--- config.mk ---
export PLATFORM = sky130hd
export DESIGN_NAME = mem_arbiter_flat
export DESIGN_NICKNAME = d
export VERILOG_FILES = /design/src/rtl/mem_arbiter_pkg.sv /design/src/rtl/mem_arbiter_if.sv /design/src/rtl/mem_arbiter_wdt.sv /design/src/rtl/mem_arbiter.sv /design/src/flat_wrapper.sv
export SDC_FILE = /design/constraint.sdc
export NUM_CORES = 1
export LEC_CHECK = 0
export BUFFER_PORTS_ARGS = -buffer_cell sky130_fd_sc_hd__buf_2
export CORE_AREA = 8 8 126 128
export CTS_CLUSTER_SIZE = 8
export DETAILED_ROUTE_END_ITERATION = 10
export DIE_AREA = 0 0 134 136
export PLACE_DENSITY = 0.64
export SLEW_MARGIN = 20
export SYNTH_ARGS = -nofsm -noshare
export SYNTH_HDL_FRONTEND = slang
export SYNTH_SLANG_ARGS = --single-unit
export TNS_END_PERCENT = 1
--- constraint.sdc ---
create_clock -name clk -period 2 [get_ports clk]
set_input_delay 0.1 -clock clk [delete_from_list [all_inputs] [get_ports clk]]
set_output_delay 0.1 -clock clk [all_outputs]
set_load 0.01 [all_outputs]
--- src/rtl/mem_arbiter_pkg.sv ---
// Shared types and defaults for the two-master memory bus arbiter.
package mem_arbiter_pkg;

    typedef enum logic {
        ST_IDLE = 1'b0,
        ST_BUSY = 1'b1
    } state_e;

    localparam int          DEFAULT_TIMEOUT       = 255;
    localparam logic [31:0] DEFAULT_TIMEOUT_RDATA = 32'hDEAD_BEEF;

    // Width needed to hold 0..t, never below one bit.
    function automatic int cnt_width(input int t);
        return (t <= 1) ? 1 : $clog2(t + 1);
    endfunction

endpackage

--- src/rtl/mem_arbiter_if.sv ---
// Bus bundle around the arbiter: both master request ports plus the shared
// slave port. 'slave' is the arbiter's view (it serves the masters and
// drives the slave request); 'master' is the surrounding system's view.
interface mem_arbiter_if;

    logic        m0_valid, m1_valid;
    logic [31:0] m0_addr,  m1_addr;
    logic [31:0] m0_wdata, m1_wdata;
    logic [3:0]  m0_wstrb, m1_wstrb;
    logic        m0_ready, m1_ready;
    logic [31:0] m0_rdata, m1_rdata;

    logic        s_valid;
    logic [31:0] s_addr;
    logic [31:0] s_wdata;
    logic [3:0]  s_wstrb;
    logic        s_ready;
    logic [31:0] s_rdata;

    modport slave (
        input  m0_valid, m1_valid, m0_addr, m1_addr, m0_wdata, m1_wdata,
               m0_wstrb, m1_wstrb, s_ready, s_rdata,
        output m0_ready, m1_ready, m0_rdata, m1_rdata,
               s_valid, s_addr, s_wdata, s_wstrb
    );

    modport master (
        output m0_valid, m1_valid, m0_addr, m1_addr, m0_wdata, m1_wdata,
               m0_wstrb, m1_wstrb, s_ready, s_rdata,
        input  m0_ready, m1_ready, m0_rdata, m1_rdata,
               s_valid, s_addr, s_wdata, s_wstrb
    );

endinterface

--- src/rtl/mem_arbiter_wdt.sv ---
// Saturating bus watchdog counter; hit flags the forced-completion cycle.
module mem_arbiter_wdt
    import mem_arbiter_pkg::*;
#(
    parameter int TIMEOUT = DEFAULT_TIMEOUT
) (
    input  logic clk,
    input  logic resetn,
    input  logic clear,
    input  logic enable,
    output logic hit
);

    localparam int            CW   = cnt_width(TIMEOUT);
    localparam logic [CW-1:0] CMAX = '1;
    localparam logic [CW-1:0] CTO  = CW'(TIMEOUT);

    logic [CW-1:0] cnt_q, cnt_d;

    // Clear wins; otherwise count enabled cycles and stick at all-ones.
    always_comb begin
        cnt_d = cnt_q;
        if (clear) begin
            cnt_d = '0;
        end else if (enable && (cnt_q != CMAX)) begin
            cnt_d = cnt_q + 1'b1;
        end
    end

    // Counter register.
    always_ff @(posedge clk or negedge resetn) begin
        if (!resetn) begin
            cnt_q <= '0;
        end else begin
            cnt_q <= cnt_d;
        end
    end

    // A zero timeout disables the watchdog entirely.
    assign hit = (TIMEOUT != 0) && (cnt_q == CTO);

endmodule

--- src/rtl/mem_arbiter.sv ---
// Two-master round-robin (or fixed-priority) arbiter for the native
// valid/ready bus, with a watchdog that force-completes hung transactions.
module mem_arbiter
    import mem_arbiter_pkg::*;
#(
    parameter int          TIMEOUT       = DEFAULT_TIMEOUT,
    parameter logic [31:0] TIMEOUT_RDATA = DEFAULT_TIMEOUT_RDATA,
    parameter bit          PRIO_FIXED    = 1'b0
) (
    input  logic          clk,
    input  logic          resetn,
    mem_arbiter_if.slave  bus,
    input  logic          err_clr,
    output logic          timeout_err,
    output logic [31:0]   err_addr,
    output logic          err_master
);

    state_e      state_q, state_d;
    logic        owner_q, owner_d;
    logic        last_q, last_d;
    logic        timeout_err_q, timeout_err_d;
    logic [31:0] err_addr_q, err_addr_d;
    logic        err_master_q, err_master_d;

    logic        busy, wdt_hit, slv_done, force_done, done, winner;
    logic        own_valid;
    logic [31:0] own_addr, own_wdata, done_rdata;
    logic [3:0]  own_wstrb;

    assign busy = (state_q == ST_BUSY);

    // Select the current owner's request fields.
    always_comb begin
        own_valid = owner_q ? bus.m1_valid : bus.m0_valid;
        own_addr  = owner_q ? bus.m1_addr  : bus.m0_addr;
        own_wdata = owner_q ? bus.m1_wdata : bus.m0_wdata;
        own_wstrb = owner_q ? bus.m1_wstrb : bus.m0_wstrb;
    end

    // The watchdog counts only BUSY cycles that did not complete.
    mem_arbiter_wdt #(.TIMEOUT(TIMEOUT)) u_wdt (
        .clk    (clk),
        .resetn (resetn),
        .clear  (!busy),
        .enable (busy && !done),
        .hit    (wdt_hit)
    );

    // The slave request is withdrawn on the forced cycle so a late s_ready
    // cannot complete, and the pending write is dropped.
    assign bus.s_valid = busy && own_valid && !wdt_hit;
    assign bus.s_addr  = busy ? own_addr  : '0;
    assign bus.s_wdata = busy ? own_wdata : '0;
    assign bus.s_wstrb = busy ? own_wstrb : '0;

    assign slv_done   = bus.s_valid && bus.s_ready;
    assign force_done = busy && own_valid && wdt_hit;
    assign done       = slv_done || force_done;
    assign done_rdata = slv_done ? bus.s_rdata : TIMEOUT_RDATA;

    assign bus.m0_ready = done && !owner_q;
    assign bus.m1_ready = done &&  owner_q;
    assign bus.m0_rdata = bus.m0_ready ? done_rdata : '0;
    assign bus.m1_rdata = bus.m1_ready ? done_rdata : '0;

    assign timeout_err = timeout_err_q;
    assign err_addr    = err_addr_q;
    assign err_master  = err_master_q;

    // Contention goes to m0 under fixed priority, else to the master that
    // did not finish last; a lone requester always wins.
    always_comb begin
        if (bus.m0_valid && bus.m1_valid) begin
            winner = PRIO_FIXED ? 1'b0 : !last_q;
        end else begin
            winner = bus.m1_valid;
        end
    end

    // Next-state logic: grant in IDLE, complete or abandon in BUSY.
    always_comb begin
        state_d       = state_q;
        owner_d       = owner_q;
        last_d        = last_q;
        timeout_err_d = timeout_err_q;
        err_addr_d    = err_addr_q;
        err_master_d  = err_master_q;
        unique case (state_q)
            ST_IDLE: begin
                if (bus.m0_valid || bus.m1_valid) begin
                    owner_d = winner;
                    state_d = ST_BUSY;
                end
            end
            ST_BUSY: begin
                if (done) begin
                    last_d  = owner_q;
                    state_d = ST_IDLE;
                end else if (!own_valid) begin
                    state_d = ST_IDLE;
                end
            end
            default: state_d = ST_IDLE;
        endcase
        // A new forced completion takes precedence over a clear.
        if (force_done) begin
            timeout_err_d = 1'b1;
            err_addr_d    = own_addr;
            err_master_d  = owner_q;
        end else if (err_clr) begin
            timeout_err_d = 1'b0;
        end
    end

    // State and error registers; last=1 so m0 wins the first contention.
    always_ff @(posedge clk or negedge resetn) begin
        if (!resetn) begin
            state_q       <= ST_IDLE;
            owner_q       <= 1'b0;
            last_q        <= 1'b1;
            timeout_err_q <= 1'b0;
            err_addr_q    <= '0;
            err_master_q  <= 1'b0;
        end else begin
            state_q       <= state_d;
            owner_q       <= owner_d;
            last_q        <= last_d;
            timeout_err_q <= timeout_err_d;
            err_addr_q    <= err_addr_d;
            err_master_q  <= err_master_d;
        end
    end

endmodule

--- src/flat_wrapper.sv ---
// flat-port wrapper written by rule: the top's interface ports become plain ports
module mem_arbiter_flat import mem_arbiter_pkg::*;
#(
    parameter int          TIMEOUT       = DEFAULT_TIMEOUT,
    parameter logic [31:0] TIMEOUT_RDATA = DEFAULT_TIMEOUT_RDATA,
    parameter bit          PRIO_FIXED    = 1'b0
)
  (clk, resetn, err_clr, timeout_err, err_addr, err_master, bus_m0_valid, bus_m1_valid, bus_m0_addr, bus_m1_addr, bus_m0_wdata, bus_m1_wdata, bus_m0_wstrb, bus_m1_wstrb, bus_s_ready, bus_s_rdata, bus_m0_ready, bus_m1_ready, bus_m0_rdata, bus_m1_rdata, bus_s_valid, bus_s_addr, bus_s_wdata, bus_s_wstrb);
  mem_arbiter_if bus_i ();
  input  logic clk;
  input  logic resetn;
  input  logic err_clr;
  output logic timeout_err;
  output logic [31:0] err_addr;
  output logic err_master;
  input wire logic [$bits(bus_i.m0_valid)-1:0] bus_m0_valid;
  input wire logic [$bits(bus_i.m1_valid)-1:0] bus_m1_valid;
  input wire logic [$bits(bus_i.m0_addr)-1:0] bus_m0_addr;
  input wire logic [$bits(bus_i.m1_addr)-1:0] bus_m1_addr;
  input wire logic [$bits(bus_i.m0_wdata)-1:0] bus_m0_wdata;
  input wire logic [$bits(bus_i.m1_wdata)-1:0] bus_m1_wdata;
  input wire logic [$bits(bus_i.m0_wstrb)-1:0] bus_m0_wstrb;
  input wire logic [$bits(bus_i.m1_wstrb)-1:0] bus_m1_wstrb;
  input wire logic [$bits(bus_i.s_ready)-1:0] bus_s_ready;
  input wire logic [$bits(bus_i.s_rdata)-1:0] bus_s_rdata;
  output wire logic [$bits(bus_i.m0_ready)-1:0] bus_m0_ready;
  output wire logic [$bits(bus_i.m1_ready)-1:0] bus_m1_ready;
  output wire logic [$bits(bus_i.m0_rdata)-1:0] bus_m0_rdata;
  output wire logic [$bits(bus_i.m1_rdata)-1:0] bus_m1_rdata;
  output wire logic [$bits(bus_i.s_valid)-1:0] bus_s_valid;
  output wire logic [$bits(bus_i.s_addr)-1:0] bus_s_addr;
  output wire logic [$bits(bus_i.s_wdata)-1:0] bus_s_wdata;
  output wire logic [$bits(bus_i.s_wstrb)-1:0] bus_s_wstrb;
  assign bus_i.m0_valid = bus_m0_valid;
  assign bus_i.m1_valid = bus_m1_valid;
  assign bus_i.m0_addr = bus_m0_addr;
  assign bus_i.m1_addr = bus_m1_addr;
  assign bus_i.m0_wdata = bus_m0_wdata;
  assign bus_i.m1_wdata = bus_m1_wdata;
  assign bus_i.m0_wstrb = bus_m0_wstrb;
  assign bus_i.m1_wstrb = bus_m1_wstrb;
  assign bus_i.s_ready = bus_s_ready;
  assign bus_i.s_rdata = bus_s_rdata;
  assign bus_m0_ready = bus_i.m0_ready;
  assign bus_m1_ready = bus_i.m1_ready;
  assign bus_m0_rdata = bus_i.m0_rdata;
  assign bus_m1_rdata = bus_i.m1_rdata;
  assign bus_s_valid = bus_i.s_valid;
  assign bus_s_addr = bus_i.s_addr;
  assign bus_s_wdata = bus_i.s_wdata;
  assign bus_s_wstrb = bus_i.s_wstrb;
  mem_arbiter #(.TIMEOUT(TIMEOUT), .TIMEOUT_RDATA(TIMEOUT_RDATA), .PRIO_FIXED(PRIO_FIXED)) u_core (.clk(clk), .resetn(resetn), .bus(bus_i), .err_clr(err_clr), .timeout_err(timeout_err), .err_addr(err_addr), .err_master(err_master));
endmodule
==> flow_metrics.env, run 1 <==
export IMPL_cp_common_cell="buf_6"
export IMPL_syn_nets=596
export IMPL_gr_usage_all_layers_pct=15.2
export IMPL_synth_area_per_cell_um2=7.63
export IMPL_synth_top_family_by_area="simple AND/OR/NAND/NOR gates"
export IMPL_slew_headroom_pct=62.1
export IMPL_wl_per_cell_um=16.3
export IMPL_status="finished clean"
export IMPL_wl_met3_um=1560
export IMPL_crit_arrival_ns=1.89
export IMPL_ir_worst_vdd_mv=0.386
export IMPL_gp_congestion=0.815
export IMPL_comb_power_share_pct=61.5
export IMPL_num_vias=4163
export IMPL_viasPerCell=4.41
export IMPL_cts_buffers=5
export IMPL_synth_most_common_cell="nor2_1"
export IMPL_synth_compound_area_share_pct=9.74
export IMPL_fp_row_count=44
export IMPL_setup_violations=0
export IMPL_synthDominantCellAreaShare_pct=34.3
export IMPL_drv_cap=0
export IMPL_r2r_end="u_core.u_wdt.cnt_q[7]"
export IMPL_fin_crit_sh_pct=99.4
export IMPL_htree_levels=2
export IMPL_reg2reg_from="u_core.owner_q"
export IMPL_cp_max_fo=25
export IMPL_r2r_slack_ns=0.09
export IMPL_antenna_found_initial=0
export IMPL_synth_seq_cells=45
export IMPL_drive_gt1_share_pct=51.1
export IMPL_clkSinkCount=45
export IMPL_drt_iter0_drc=147
export IMPL_p_int_mw=3.01
export IMPL_path_cells="ha_4 -> nand3_4 -> nor2_2 -> buf_6 -> o2111ai_2 -> buf_6 -> nor2_1 -> buf_2"
export IMPL_design_area_um2=5510
export IMPL_hold_path_depth=2
export IMPL_clkPwrFrac_pct=17.5
export IMPL_start_util_pct=22.9
export IMPL_synth_cell_types=32
export IMPL_core_region_area_um2=14000
export IMPL_p_leak_nw=3.36
export IMPL_cts_tree="yes"
export IMPL_synthXorXnorAreaFrac_pct=0.273
export IMPL_ys_seq_area_share_pct=35.1
export IMPL_hold_class="in -> reg"
export IMPL_reg2reg_depth=4
export IMPL_fin_cells=943
export IMPL_antenna_cells=0
export IMPL_slew_viol_final=0
export IMPL_cp_endpoint="bus_m0_rdata[3]"
export IMPL_synth_top_cell_by_area="dfrtp_1"
export IMPL_rsz0062_at_grt="yes"
export IMPL_drcViolationCount=0
export IMPL_crit_type="reg -> out"
export IMPL_yosys_area_share_simple_pct=27.3
export IMPL_ys_dominant_reg_cell="dfrtp_1"
export IMPL_async_reset_ff_share_pct=100
export IMPL_synth_commonest_cells="nor2_1, mux2i_1, dfrtp_1"
export IMPL_synthMuxAreaShare_pct=22.0
export IMPL_seqPwrFrac_pct=21.0
export IMPL_clk_latency_ns=0.28
export IMPL_clk_pin_slew_ns=0.07
export IMPL_antenna_left=0
export IMPL_hold_violations=0
export IMPL_cp_slowest_stage_delay_ns=0.40
export IMPL_syn_inst=421
export IMPL_wl_met2_um=7490
export IMPL_syn_area_um2=3210
export IMPL_cts_buffer_depth=2
export IMPL_switching_share_pct=43.0
export IMPL_die_w_um=134
export IMPL_wl_met1_um=6210
export IMPL_place_inst=929
export IMPL_clock_skew_ns=0.00935
export IMPL_total_power_mw=5.29
export IMPL_dp_hpwl_um=12300
export IMPL_p_switching_mw=2.27
export IMPL_first_pass_iters=4
export IMPL_overflow=0
export IMPL_die_area_um2=18200
export IMPL_die_h_um=136
export IMPL_io_buffer_count=342
export IMPL_synth_area_leaders="dfrtp_1, mux2i_1, nor2_1, o21ai_1, nand2_1"
export IMPL_min_from="err_clr"
export IMPL_powerDensity_nw_per_um2=959
export IMPL_fmax_ghz=0.503
export IMPL_yosysWarnings=0
export IMPL_grt_pass1_wl_um=22400
export IMPL_nNetsFinal=933
export IMPL_worstMarginPinSlew_ns=0.568
export IMPL_io_pins=343
export IMPL_highest_layer="met4"
export IMPL_synthAdderAreaFrac_pct=0.389
export IMPL_cp_start_kind="flop"
export IMPL_routed_wl_um=15400
export IMPL_final_min_clock_period_ns=1.99
export IMPL_grt_pass1_vias=4239
export IMPL_place_area_um2=5150
export IMPL_end_kind="primary output"
export IMPL_utilization_pct=39.3
export IMPL_syn_to_final_growth_pct=71.6
export IMPL_grt_max_degree=79
export IMPL_synth_edf_count=0
export IMPL_critical_path_slowest_cell="dfrtp_1"
export IMPL_cp_required_ns=1.90
export IMPL_root_buffer="clkbuf_16"
export IMPL_startpoint="u_core.u_wdt.cnt_q[1]"
==> flip-flops by register name, indices dropped and copies added, names as in the netlist <==
register            count
u_core.err_master       1
u_core.timeout_err      1
u_core.u_wdt.cnt_q      8
u_core.last_q           1
u_core.owner_q          1
u_core.err_addr        32
u_core.busy             1
==> placed cells by master (no fill, tap or decap), types with 2 or more instances in the layout <==
master     count
buf_2        342
nand2_1       38
inv_1          4
dfrtp_1       41
o21ai_1       30
o21ai_0        7
and2_1        17
clkbuf_16      6
o31ai_1        3
mux2i_1       69
dfrtp_2        2
or4_1          3
o2111ai_4      2
buf_4          8
buf_6          5
or3_1          3
nor2_1       139
a21oi_1        6
nor2_2         8
nand4_1        2
==> layout make-up <==
| cell class | count | area, µm² |
|---|---|---|
| inverters | 6 | 26.3 |
| clock inverters | 2 | 38.8 |
| clock buffers | 6 | 129 |
| flip-flops and latches | 45 | 1130 |
| fillers | 1521 | 8520 |
| multi-input cells | 339 | 2000 |
| repair buffers | 361 | 1960 |
| well taps | 184 | 230 |
==> through the flow <==
step	hold WS, ns	setup TNS, ns	worst slack [ns]
2_1_floorplan	-0.196	0	0.169
3_3_place_gp	-0.0165	0	0.134
3_5_place_dp	-0.0140	0	0.108
4_1_cts	0.0114	-0.0599	-0.0190
5_1_grt	0.0322	-3.42	-0.110
6_report	0.0261	0	0.0112
==> power groups by stage <==
stage / clock (mW) / combinational (mW) / sequential [mW]
final: 0.923 / 3.25 / 1.11
after global routing: 1.00 / 3.54 / 1.12
after CTS: 0.961 / 3.27 / 1.11
after detailed placement: 0 / 3.08 / 1.10
after global placement: 0 / 3.07 / 1.09
after floorplan: 0 / 1.87 / 1.07
==> repair_timing <==
item,in CTS,in global routing
gates cloned,2,1
pin swaps,2,2
endpoints found under the setup margin,66,118
hold buffers,1,0
gates resized for setup,13,13
buffers inserted,0,2
endpoints found under the hold margin,10,0
==> metal layers <==
metal,GRT usage [%],up-vias
li1,-,2086
met1,17.6,1857
met2,26.6,214
met3,5.54,6
met4,2.62,0
met5,0,-
==> worst max-delay path: cells and delay by family, from the launching register on <==
kind	cells	cell delay, ns
buffers and inverters	3	0.50
and+or+nand+nor	3	0.43
DFF	1	0.40
adders and majority gates	1	0.17
AOI/OAI and AO/OA	1	0.11
==> cells by family (layout without fill, tap and decap cells) <==
kind of cell | after synthesis | count (layout)
simple gates | 213 | 213
buf+inv | 37 | 375
flops | 45 | 45
xor+xnor | 1 | 1
fa+ha+maj | 1 | 1
mux | 70 | 70
compound gates | 54 | 54
==> how the worst min path moves through the flow <==
stage / slack (ns) / end
floorplan: -0.20 / u_core.busy
global placement: -0.02 / u_core.err_addr[16]
detailed placement: -0.01 / u_core.err_addr[13]
CTS: 0.01 / u_core.timeout_err
global route: 0.03 / u_core.timeout_err
finish: 0.03 / u_core.timeout_err
No activity file was read; power rests on OpenSTA's default activity.
==> inputs of run 2 (changes only) <==
==> constraint.sdc (replaced) <==
create_clock -name clk -period 2 [get_ports clk]
set_input_delay 0.4 -clock clk [delete_from_list [all_inputs] [get_ports clk]]
set_output_delay 0.4 -clock clk [all_outputs]
set_load 0.01 [all_outputs]
==> run 2 against run 1 <==
Effect of this change:
- the run now ends with negative setup slack left
- global-route usage is 0.48 points lower
- fmax shrank 10%
- cell count rose by 1.5%
- via count is essentially flat
- sequential power about the same
- critical endpoint is now bus_m0_rdata[5]
- hold slack improved by 0.054 ns
- setup slack worse by 0.23 ns
==> flow_metrics.env, run 2 (synthesis results as in run 1) <==
export IMPL_status="finished with violations"
export IMPL_violations="negative setup slack"
export IMPL_critical_path_slowest_cell="dfrtp_1"
export IMPL_regArea_um2=1130
export IMPL_clkSinkCount=45
export IMPL_fp_row_count=44
export IMPL_cts_hold_buffers=0
export IMPL_fin_cells=957
export IMPL_grt_pass1_wl_um=21900
export IMPL_clock_skew_ns=0.00419
export IMPL_clk_latency_ns=0.28
export IMPL_dp_slack_ns=-0.0476
export IMPL_tns_ns=-14.73
export IMPL_fin_crit_sh_pct=111
export IMPL_io_buffer_count=342
export IMPL_grt_max_degree=79
export IMPL_dp_hpwl_um=11900
export IMPL_total_power_mw=5.43
export IMPL_first_pass_iters=4
export IMPL_drive_gt1_share_pct=56.3
export IMPL_start_util_pct=22.9
export IMPL_grt_pass1_vias=4244
export IMPL_worstMarginPinSlew_ns=0.336
export IMPL_routed_wl_um=14700
export IMPL_cts_buffers=5
export IMPL_cts_buffer_depth=2
export IMPL_powerDensity_nw_per_um2=932
export IMPL_r2r_end="u_core.err_addr[21]"
export IMPL_gr_usage_all_layers_pct=14.7
export IMPL_largest_reg_flops=32
export IMPL_antenna_cells=0
export IMPL_crit_family="buffers and inverters"
export IMPL_io_pins=343
export IMPL_num_vias=4160
export IMPL_drv_cap=0
export IMPL_slew_viol_final=0
export IMPL_holdWs_ns=0.0798
export IMPL_nFillCells=1450
export IMPL_cts_tree="yes"
export IMPL_nNetsFinal=947
export IMPL_die_area_um2=18200
export IMPL_die_w_um=134
export IMPL_drcViolationCount=0
export IMPL_place_inst=939
export IMPL_rsz0062_at_grt="yes"
export IMPL_drt_iter0_drc=179
export IMPL_clk_pin_slew_ns=0.07
export IMPL_die_h_um=136
export IMPL_final_min_clock_period_ns=2.22
export IMPL_startpoint="u_core.u_wdt.cnt_q[1]"
export IMPL_place_area_um2=5300
export IMPL_path_cells="ha_4 -> nand3_4 -> o2111ai_4 -> buf_6 -> buf_12 -> nor2_4 -> nor2_2 -> buf_2"
export IMPL_slew_headroom_pct=77.6
export IMPL_multi_input_area_um2=2140
export IMPL_layout_common_cells="buf_2, nor2_1, mux2i_1"
export IMPL_antenna_left=0
export IMPL_core_region_area_um2=14000
export IMPL_setup_violations=101
export IMPL_cp_endpoint="bus_m0_rdata[5]"
export IMPL_cp_max_fo=6
export IMPL_overflow=0
export IMPL_p_leak_nw=3.42
export IMPL_root_buffer="clkbuf_16"
export IMPL_reg2reg_from="u_core.u_wdt.cnt_q[1]"
export IMPL_design_area_um2=5830
export IMPL_gp_congestion=0.833
export IMPL_end_kind="primary output"
export IMPL_fmax_ghz=0.450
export IMPL_ir_worst_vdd_mv=0.409
export IMPL_cp_depth=8
export IMPL_cp_start_kind="flop"
export IMPL_wl_per_cell_um=15.3
export IMPL_antenna_found_initial=0
export IMPL_cp_slowest_stage_delay_ns=0.41
export IMPL_crit_type="reg -> out"
export IMPL_crit_arrival_ns=1.82
export IMPL_reg2reg_depth=8
export IMPL_layout_commonest_cell="buf_2"
export IMPL_hold_violations=0
export IMPL_fin_ws_ns=-0.221
export IMPL_htree_levels=2
export IMPL_syn_to_final_growth_pct=81.3
export IMPL_critPathBufInv=3
export IMPL_cp_required_ns=1.60
export IMPL_utilization_pct=41.5
export IMPL_viasPerCell=4.35
export IMPL_r2r_slack_ns=0
export IMPL_hold_class="in -> async"
run 2: cell types whose count changed in the layout (fill, tap and decap cells not counted), moves of 2 or more:
| cell | before | now |
|---|---|---|
| buf_12 | 1 | 8 |
| dfrtp_2 | 2 | 0 |
| mux2i_1 | 69 | 62 |
| nor2_4 | 0 | 11 |
| buf_4 | 8 | 19 |
| buf_16 | 1 | 3 |
| mux2i_2 | 0 | 7 |
| nor2_2 | 8 | 23 |
| nor2_1 | 139 | 113 |
| dfrtp_1 | 41 | 43 |
run 2: report_power, final:
group	leakage [nW]	switching, mW	internal (mW)
registers	0.581	0.0775	1.01
logic	2.76	1.86	1.53
clock network	0.0810	0.356	0.593
total	3.42	2.30	3.13
run 2: timing repair:
| item | in CTS | in global routing |
|---|---|---|
| pin swaps | 27 | 9 |
| setup endpoints to repair | 84 | 144 |
| gates cloned | 3 | 0 |
| buffers inserted | 7 | 1 |
| hold endpoints to repair | 0 | 0 |
| gates resized for setup | 48 | 17 |
run 2: worst min path at each step:
stage                                     end  cells past startpoint  startpoint  slack (ns)
final                     u_core.err_addr[21]                      2      resetn        0.08
after global routing      u_core.err_addr[21]                      2      resetn         0.1
after CTS                 u_core.err_addr[21]                      2      resetn        0.08
after detailed placement  u_core.err_addr[21]                      2      resetn        0.40
after global placement    u_core.err_addr[21]                      2      resetn        0.40
after floorplan                   u_core.busy                      0      resetn        0.10
run 2: final cells by class:
| cell class | count | area share (%) |
|---|---|---|
| clock inverter | 2 | 0.666 |
| clock buffer | 6 | 2.21 |
| inverter | 6 | 0.387 |
| tap | 184 | 3.95 |
| timing repair buffer | 375 | 36.7 |
| sequential | 45 | 19.4 |
| multi-input combinational | 339 | 36.7 |
run 2: layer usage:
| metal | share of wire [%] | track usage, % | wire length, µm | up-vias |
|---|---|---|---|---|
| met3 | 10 | 5.95 | 1510 | 8 |
| li1 | - | - | - | 2105 |
| met4 | 0.83 | 2.50 | 121 | 0 |
| met1 | 39 | 16.3 | 5780 | 1846 |
| met2 | 49 | 26.3 | 7250 | 201 |
| met5 | 0 | 0 | 0 | - |
==> inputs of run 3 (changes only) <==
--- a/config.mk
+++ b/config.mk
@@ -11,6 +11,8 @@
 export DETAILED_ROUTE_END_ITERATION = 10
 export DIE_AREA = 0 0 134 136
 export PLACE_DENSITY = 0.64
+export REMOVE_ABC_BUFFERS = 1
+export SETUP_SLACK_MARGIN = 0.02
 export SLEW_MARGIN = 20
 export SYNTH_ARGS = -nofsm -noshare
 export SYNTH_HDL_FRONTEND = slang
==> run 3 against run 2 <==
Effect of this change:
- the flow still finishes with violations (negative setup slack)
- cell count is the same
- register-to-register slack gained 0.07 ns
- total power up 3.0%
- wire length up 7.7%
- sequential power barely moved
- clock power grew 2.3%
- die area is the same
- combinational power up 4%
- design area fell by 1.7%
- critical path type unchanged
- critical endpoint is now bus_m0_rdata[2]
==> flow_metrics.env, run 3 (synthesis results as in run 1) <==
export IMPL_status="finished with violations"
export IMPL_violations="negative setup slack"
export IMPL_fin_crit_sh_pct=113
export IMPL_die_h_um=136
export IMPL_worstMarginPinSlew_ns=0.475
export IMPL_clk_latency_ns=0.28
export IMPL_cp_required_ns=1.60
export IMPL_cp_max_fo=7
export IMPL_drcViolationCount=0
export IMPL_reg2reg_from="u_core.u_wdt.cnt_q[0]"
export IMPL_core_region_area_um2=14000
export IMPL_crit_arrival_ns=1.86
export IMPL_cts_buffers=5
export IMPL_clock_skew_ns=0.00691
export IMPL_root_buffer="clkbuf_16"
export IMPL_cp_slowest_stage_delay_ns=0.40
export IMPL_path_cells="ha_4 -> nand3_4 -> o2111ai_4 -> buf_6 -> nor2_1 -> buf_4 -> nor2_4 -> buf_6"
export IMPL_hold_violations=0
export IMPL_drv_cap=0
export IMPL_slew_headroom_pct=68.3
export IMPL_num_vias=4222
export IMPL_first_pass_iters=4
export IMPL_cp_common_cell="buf_6"
export IMPL_layout_common_cells="buf_2, nor2_1, mux2i_1"
export IMPL_overflow=0
export IMPL_crit_family="buffers and inverters"
export IMPL_syn_to_final_growth_pct=78.3
export IMPL_antenna_found_initial=0
export IMPL_regArea_um2=1130
export IMPL_multi_input_area_um2=2050
export IMPL_fin_ws_ns=-0.262
export IMPL_clkSinkCount=45
export IMPL_layout_commonest_cell="buf_2"
export IMPL_r2r_slack_ns=0.07
export IMPL_viasPerCell=4.41
export IMPL_drt_iter0_drc=151
export IMPL_p_leak_nw=3.42
export IMPL_design_area_um2=5730
export IMPL_gp_congestion=0.828
export IMPL_crit_type="reg -> out"
export IMPL_startpoint="u_core.u_wdt.cnt_q[0]"
export IMPL_htree_levels=2
export IMPL_grt_pass1_wl_um=23400
export IMPL_io_pins=343
export IMPL_place_inst=943
export IMPL_rsz0062_at_grt="yes"
export IMPL_nFillCells=1472
export IMPL_nNetsFinal=947
export IMPL_die_w_um=134
export IMPL_clk_pin_slew_ns=0.07
export IMPL_slew_viol_final=0
export IMPL_cts_tree="yes"
export IMPL_grt_pass1_vias=4198
export IMPL_die_area_um2=18200
export IMPL_wl_per_cell_um=16.5
export IMPL_drive_gt1_share_pct=53.8
export IMPL_end_kind="primary output"
export IMPL_start_util_pct=22.9
export IMPL_hold_class="in -> async"
export IMPL_antenna_left=0
export IMPL_fin_cells=957
export IMPL_total_power_mw=5.59
export IMPL_tns_ns=-12.17
export IMPL_fp_row_count=44
export IMPL_final_min_clock_period_ns=2.26
export IMPL_routed_wl_um=15800
export IMPL_grt_max_degree=68
export IMPL_io_buffer_count=342
export IMPL_powerDensity_nw_per_um2=976
export IMPL_critical_path_slowest_cell="dfrtp_1"
export IMPL_place_area_um2=5300
export IMPL_setup_violations=78
export IMPL_critPathBufInv=3
export IMPL_cts_buffer_depth=2
export IMPL_ir_worst_vdd_mv=0.438
export IMPL_largest_reg_flops=32
export IMPL_gr_usage_all_layers_pct=16.2
export IMPL_fmax_ghz=0.442
export IMPL_dp_hpwl_um=12800
export IMPL_cts_hold_buffers=0
export IMPL_cp_start_kind="flop"
export IMPL_antenna_cells=0
run 3: cell count changes in the layout (fill, tap and decap cells not counted):
cell,before,now
nor2_2,23,11
buf_16,3,2
nor2_1,113,134
mux2i_1,62,59
buf_8,0,1
mux2i_2,7,10
nor2_4,11,2
a21oi_1,5,6
clkinv_4,1,0
a21oi_2,1,0
clkbuf_8,0,1
run 3: worst register-to-register path, delay by kind of cell, from the launching register on:
family / cells / cell delay, ns
adder cells (fa/ha/maj): 1 / 0.17
AO/OA/AOI/OAI: 1 / 0.08
buffers and inverters: 2 / 0.35
AND/OR/NAND/NOR: 3 / 0.80
flip-flops: 1 / 0.40
run 3: final timing paths:
kind,end,depth (start not counted)
max,bus_m0_rdata[2],8
min,u_core.busy,1
max reg2reg,u_core.err_addr[4],7
min reg2reg,u_core.err_addr[3],2
max in group asynchronous,u_core.err_addr[22],2
min in group clk,u_core.timeout_err,2
run 3: area by class of cell:
type                            instances  area share [%]
Clock buffer                            7            2.49
Timing Repair Buffer                  375            37.1
Tap cell                              184            4.02
Clock inverter                          1           0.524
Multi-Input combinational cell        339            35.7
Inverter                                6           0.393
Sequential cell                        45            19.7
run 3: per-stage QoR:
stage          setup slack (ns)  util (%)  hold slack [ns]
2_1_floorplan             -2.40         -            0.104
3_3_place_gp            -0.0691      37.8            0.360
3_5_place_dp            -0.0898      37.8            0.357
4_1_cts                  -0.261      40.4           0.0450
5_1_grt                  -0.354      40.8           0.0523
6_report                 -0.262      40.8           0.0330
run 3: power by group:
part | internal (mW) | total [mW] | switching, mW
clock | 0.625 | 0.970 | 0.345
combinational | 1.62 | 3.52 | 1.90
sequential | 1.01 | 1.10 | 0.0877
run 3: timing repair:
item	in CTS	in global routing
gates resized for setup	35	13
setup buffers	4	1
hold endpoints to repair	0	0
pin swaps	11	13
cloned	1	0
endpoints found under the setup margin	100	123
run 3: routing by layer:
| layer | up-vias | global-route usage, % | wire (µm) |
|---|---|---|---|
| met2 | 209 | 28.8 | 7690 |
| met1 | 1876 | 18.0 | 6280 |
| met3 | 15 | 5.76 | 1550 |
| met5 | - | 0 | 0 |
| met4 | 0 | 4.37 | 276 |
| li1 | 2122 | - | - |
